===== src/rtl/tmp_pkg.sv =====
// Shared types and defaults for the temperature-code accumulator.
package tmp_pkg;

    typedef enum logic [1:0] {
        IDLE,
        ARM,
        COUNT
    } accum_state_t;

    localparam int TMP_OSR_LOG2_DEF = 8;

endpackage


===== src/rtl/tmp_code_accum_if.sv =====
// Result handshake between the accumulator and the readout/bus.
interface tmp_code_accum_if #(
    parameter int CODE_W = 9
);

    logic [CODE_W-1:0] code;
    logic              code_valid;
    logic              code_ready;

    modport master (
        output code,
        output code_valid,
        input  code_ready
    );

    modport slave (
        input  code,
        input  code_valid,
        output code_ready
    );

endinterface


===== src/rtl/tmp_toggle_det.sv =====
// Level-change detector: arm loads the baseline without reporting an event,
// track keeps following the input and flags every level change.
module tmp_toggle_det (
    input  logic clk,
    input  logic reset_n,
    input  logic arm,
    input  logic track,
    input  logic din,
    output logic toggle
);

    logic prev;

    // Previous-level register, refreshed while arming or tracking.
    always_ff @(posedge clk or negedge reset_n) begin
        if (!reset_n) begin
            prev <= 1'b0;
        end else if (arm || track) begin
            prev <= din;
        end
    end

    assign toggle = track && (din != prev);

endmodule


===== src/rtl/tmp_code_accum.sv =====
// Counts src/snk toggle events over 2**OSR_LOG2-event windows and hands the
// per-window src count out as the temperature code.
module tmp_code_accum
    import tmp_pkg::*;
#(
    parameter int OSR_LOG2 = TMP_OSR_LOG2_DEF,
    parameter int CODE_W   = OSR_LOG2 + 1
) (
    input  logic                clk,
    input  logic                reset_n,
    input  logic                en,
    input  logic                src_n,
    input  logic                snk,
    tmp_code_accum_if.master    out,
    output logic                busy,
    output logic                overrun,
    output logic                proto_err
);

    localparam logic [CODE_W-1:0] LAST_EVT = CODE_W'((1 << OSR_LOG2) - 1);

    accum_state_t      state;
    logic [CODE_W-1:0] evt_cnt;
    logic [CODE_W-1:0] src_cnt;
    logic [CODE_W-1:0] final_code;
    logic [CODE_W-1:0] code_q;
    logic              code_valid_q;
    logic              ts;
    logic              tk;
    logic              win_end;

    tmp_toggle_det u_src_det (
        .clk     (clk),
        .reset_n (reset_n),
        .arm     (state == ARM),
        .track   (state == COUNT),
        .din     (src_n),
        .toggle  (ts)
    );

    tmp_toggle_det u_snk_det (
        .clk     (clk),
        .reset_n (reset_n),
        .arm     (state == ARM),
        .track   (state == COUNT),
        .din     (snk),
        .toggle  (tk)
    );

    // Window-completion decode and the result it would deliver.
    always_comb begin
        final_code = src_cnt + CODE_W'(ts);
        win_end    = 1'b0;
        if (state == COUNT && en && (ts ^ tk) && evt_cnt == LAST_EVT) begin
            win_end = 1'b1;
        end
    end

    // Phase FSM with event counters, registered busy and sticky protocol error.
    always_ff @(posedge clk or negedge reset_n) begin
        if (!reset_n) begin
            state     <= IDLE;
            evt_cnt   <= '0;
            src_cnt   <= '0;
            busy      <= 1'b0;
            proto_err <= 1'b0;
        end else begin
            case (state)
                IDLE: begin
                    busy <= 1'b0;
                    if (en) begin
                        state <= ARM;
                    end else begin
                        proto_err <= 1'b0;
                    end
                end
                ARM: begin
                    if (!en) begin
                        state <= IDLE;
                        busy  <= 1'b0;
                    end else begin
                        evt_cnt <= '0;
                        src_cnt <= '0;
                        state   <= COUNT;
                        busy    <= 1'b1;
                    end
                end
                COUNT: begin
                    if (!en) begin
                        state <= IDLE;
                        busy  <= 1'b0;
                    end else if (ts && tk) begin
                        proto_err <= 1'b1;
                    end else if (ts ^ tk) begin
                        // Window wraps in place: next window starts on the following event.
                        if (win_end) begin
                            evt_cnt <= '0;
                            src_cnt <= '0;
                        end else begin
                            evt_cnt <= evt_cnt + CODE_W'(1);
                            src_cnt <= src_cnt + CODE_W'(ts);
                        end
                    end
                end
                default: begin
                    state <= IDLE;
                    busy  <= 1'b0;
                end
            endcase
        end
    end

    // Output holding register, handshake and sticky overrun.
    always_ff @(posedge clk or negedge reset_n) begin
        if (!reset_n) begin
            code_q       <= '0;
            code_valid_q <= 1'b0;
            overrun      <= 1'b0;
        end else if (win_end) begin
            if (!code_valid_q || out.code_ready) begin
                code_q       <= final_code;
                code_valid_q <= 1'b1;
            end else begin
                overrun <= 1'b1;
            end
        end else begin
            if (code_valid_q && out.code_ready) begin
                code_valid_q <= 1'b0;
            end
            if (state == IDLE && !en) begin
                overrun <= 1'b0;
            end
        end
    end

    assign out.code       = code_q;
    assign out.code_valid = code_valid_q;

endmodule


===== src/flat_wrapper.sv =====
// flat-port wrapper written by rule: the top's interface ports become plain ports
module tmp_code_accum_flat import tmp_pkg::*;
#(
    parameter int OSR_LOG2 = TMP_OSR_LOG2_DEF,
    parameter int CODE_W   = OSR_LOG2 + 1
)
  (clk, reset_n, en, src_n, snk, busy, overrun, proto_err, out_code, out_code_valid, out_code_ready);
  tmp_code_accum_if #(.CODE_W(CODE_W)) out_i ();
  input  logic clk;
  input  logic reset_n;
  input  logic en;
  input  logic src_n;
  input  logic snk;
  output logic busy;
  output logic overrun;
  output logic proto_err;
  output wire logic [$bits(out_i.code)-1:0] out_code;
  output wire logic [$bits(out_i.code_valid)-1:0] out_code_valid;
  input wire logic [$bits(out_i.code_ready)-1:0] out_code_ready;
  assign out_code = out_i.code;
  assign out_code_valid = out_i.code_valid;
  assign out_i.code_ready = out_code_ready;
  tmp_code_accum #(.OSR_LOG2(OSR_LOG2), .CODE_W(CODE_W)) u_core (.clk(clk), .reset_n(reset_n), .en(en), .src_n(src_n), .snk(snk), .out(out_i), .busy(busy), .overrun(overrun), .proto_err(proto_err));
endmodule

===== config.mk =====
export PLATFORM = sky130hd
export DESIGN_NAME = tmp_code_accum_flat
export DESIGN_NICKNAME = d
export VERILOG_FILES = /design/src/rtl/tmp_pkg.sv /design/src/rtl/tmp_code_accum_if.sv /design/src/rtl/tmp_toggle_det.sv /design/src/rtl/tmp_code_accum.sv /design/src/flat_wrapper.sv
export SDC_FILE = /design/constraint.sdc
export NUM_CORES = 1
export LEC_CHECK = 0
export CAP_MARGIN = 10
export CORE_UTILIZATION = 35
export CTS_CLUSTER_DIAMETER = 80
export DETAILED_ROUTE_END_ITERATION = 8
export PLACE_DENSITY_LB_ADDON = 0.15
export SLEW_MARGIN = 40
export SYNTH_ARGS = -nofsm -noshare
export SYNTH_HDL_FRONTEND = slang
export SYNTH_SLANG_ARGS = --single-unit

===== constraint.sdc =====
create_clock -name clk -period 2.5 [get_ports clk]
set_input_delay 0.5 -clock clk [delete_from_list [all_inputs] [get_ports clk]]
set_output_delay 0.5 -clock clk [all_outputs]
set_load 0.03 [all_outputs]

==> flow_metrics.tcl, run 1 <==
set metrics [dict create \
    cts_max_path_buffers 2 \
    switching_share_pct 31.2 \
    finalWorstSetupSlack_ns 0.149 \
    synth_top_area_share_pct 48.8 \
    synth_enable_flop_cells 0 \
    ys_types 34 \
    clk_pin_slew_ns 0.07 \
    grt_setup_unrepaired "false" \
    placed_cells 259 \
    avgSynthCellArea_um2 10.8 \
    finalSetupViolCount 0 \
    worst_pin_slew_ns 0.455 \
    cts_resized 0 \
    grt_pass1_wl_um 6210 \
    postLayoutCellArea_mm2 0.00222 \
    antenna_found_initial 0 \
    slew_headroom_pct 69.7 \
    grt_use_total_pct 15.4 \
    p_comb_share_pct 25.5 \
    htreeDepth 2 \
    crit_required_ns 2.67 \
    cts_tree "done" \
    drt_wl_total_um 3550 \
    nFillCells 463 \
    grt_max_degree 36 \
    power_density_mw_per_mm2 634 \
    grt_overflow 0 \
    synth_flop_cell "dfrtp_1" \
    hold_viol 0 \
    cts_setup_buffers 0 \
    critPathLaunchType "input pin" \
    clock-sinks 35 \
    rows 25 \
    drive_above_1_share_pct 20.5 \
    r2r_cells 9 \
    drcViolationCount 0 \
    ios 19 \
    final_util_pct 46.2 \
    wl_per_cell_um 13.3 \
    finalPower_mw 1.41 \
    dr.pass1.iters 4 \
    p_leak_nw 1.05 \
    via_per_inst 5.20 \
    clock_latency_ns 0.29 \
    fp.dieH_um 73.6 \
    synth_top_area_cell "dfrtp_1" \
    cts_made_buffers 5 \
    synthArstFlopShare_pct 100 \
    whs_path_depth 1 \
    period_minus_slack_ns 2.35 \
    drt-initial-drc-count 96 \
    diodes 0 \
    placed_cell_area_mm2 0.00214 \
    area_delta_synth_final_pct 23.8 \
    via_count 1388 \
    core-area_mm2 0.00482 \
    syn-cell-area_mm2 0.00180 \
    endpoint_kind "flop" \
    first_global_vias 1316 \
    drtAntennaViolNets 0 \
    drv_cap 0 \
    synth.most_common_cell "dfrtp_1" \
    critPathMaxFanout 9 \
    ys_top_cells_by_area "dfrtp_1 49%, mux2_2 7.5%, ha_1 5.6%" \
    syn-num-nets 180 \
    clkPwrFrac_pct 28.1 \
    netlist_instances 166 \
    path_class "input pin to flop" \
    io_buffers 18 \
    pre_cts_slack_ns -0.165 \
    gp_congestion 0.770 \
    ys_warn_count 0 \
    hold_ws_ns 0.506 \
    final_net_count 213 \
    maxSlewViolCount 0 \
    clock.fmax_mhz 425 \
    status "completed" \
    fin_crit_sh_pct 94.0 \
    cts-root-buf "clkbuf_8" \
    dieWidth_um 73.6 \
    hold_path.class "flop to flop" \
    fin_skew_ns 0.00505 \
    switchingPower_uw 439 \
    fp.dieArea_mm2 0.00542 \
    ys_seq_area_share_pct 48.8 \
    synth_common_cells "35 x dfrtp_1, 12 x mux2_2, 12 x o21ai_0" \
    cts_hold_buf 0 \
    hpwl_um 2500 \
    stdcell_count 267 \
    arrival_ns 2.52 \
    p_int_uw 969 \
    ir_drop_v 0.000351 \
    setup_tns_ns 0 \
    synth.ff_latch_count 35 \
    sequentialPowerShare_pct 46.4 \
    start_util_pct 37.3 \
]
-- layer usage --
metal	track usage [%]	routed length [µm]	vias to the layer above
li1	-	-	672
met4	5.77	52	0
met1	19.8	1730	680
met5	0	0	-
met3	4.53	136	5
met2	24.4	1630	31
-- worst paths after layout --
kind                                                 from                              to  slack (ns)
setup / recovery                                      snk  u_core.out.code[8]$_DFFE_PN0P_        0.15
hold / removal             u_core.out.code[7]$_DFFE_PN0P_  u_core.out.code[7]$_DFFE_PN0P_        0.51
setup reg to reg              u_core.state[0]$_DFFE_PN0P_  u_core.out.code[8]$_DFFE_PN0P_        0.29
hold reg to reg            u_core.out.code[7]$_DFFE_PN0P_  u_core.out.code[7]$_DFFE_PN0P_        0.51
max in group asynchronous                         reset_n         u_core.busy$_DFFE_PN0N_        1.55
min in group asynchronous                         reset_n   u_core.evt_cnt[1]$_DFFE_PN0P_        0.62
-- critical path, stage by stage --
cell and delay (ns):
clkdlybuf4s50_1 0.44, xor2_1 0.15, and2_1 0.16, ha_1 0.29
nand3_1 0.09, nand2b_1 0.19, nor4_4 0.13, buf_4 0.22
mux2_2 0.35
-- power groups by stage --
stage	combinational [mW]	sequential (mW)	clock, mW
finish	0.359	0.654	0.396
floorplan	0.219	0.681	0
detailed placement	0.361	0.664	0
global placement	0.346	0.660	0
global route	0.404	0.660	0.443
CTS	0.363	0.653	0.412
-- final cells by class --
class | instances | area, µm² | area share [%]
Clock buffer | 5 | 68.8 | 3.10
Clock inverter | 3 | 15.0 | 0.675
Inverter | 4 | 15.0 | 0.675
Multi-Input combinational cell | 119 | 865 | 38.9
Sequential cell | 35 | 876 | 39.4
Tap cell | 67 | 83.8 | 3.77
Timing Repair Buffer | 34 | 300 | 13.5
-- placed cells by master, fill, tap and decap left out, drive strengths merged, types with 4 or more instances in the layout --
| cell type | n |
|---|---|
| nand3 | 7 |
| ha | 8 |
| buf | 16 |
| a21oi | 11 |
| o21ai | 12 |
| a31oi | 9 |
| a22o | 5 |
| xor2 | 7 |
| nand4 | 4 |
| inv | 4 |
| nor2 | 6 |
| mux2 | 12 |
| clkbuf | 5 |
| clkdlybuf4s50 | 18 |
| nand2 | 11 |
| dfrtp | 35 |
-- sequential cells by signal, summed over array words and instances (netlist names) --
signal / cells
u_core.out.code: 9
u_core.src_cnt: 9
u_core.state: 2
u_core.busy: 1
u_core.proto_err: 1
u_core.u_snk_det.prev: 1
u_core.out.code_valid: 1
u_core.overrun: 1
u_core.u_src_det.prev: 1
u_core.evt_cnt: 9
-- kinds of logic after synthesis --
logic type / after synthesis / share of synthesized area [%]
XOR/XNOR: 10 / 4.88
AND/OR/NAND/NOR: 43 / 13.7
buffers and inverters: 12 / 3.07
adder cells (fa/ha/maj): 8 / 5.58
AO/OA/AOI/OAI: 44 / 15.4
multiplexers: 14 / 8.64
flip-flops: 35 / 48.8
Power figures use the tool's default switching activity.
==> inputs of run 2 (changes only) <==
--- a/config.mk
+++ b/config.mk
@@ -9,6 +9,7 @@
 export CORE_UTILIZATION = 35
 export CTS_CLUSTER_DIAMETER = 80
 export DETAILED_ROUTE_END_ITERATION = 8
+export HOLD_SLACK_MARGIN = 0.12
 export PLACE_DENSITY_LB_ADDON = 0.15
 export SLEW_MARGIN = 40
 export SYNTH_ARGS = -nofsm -noshare
==> results of run 2 <==
Final layout, timing and power as in run 1 (identical DEF).
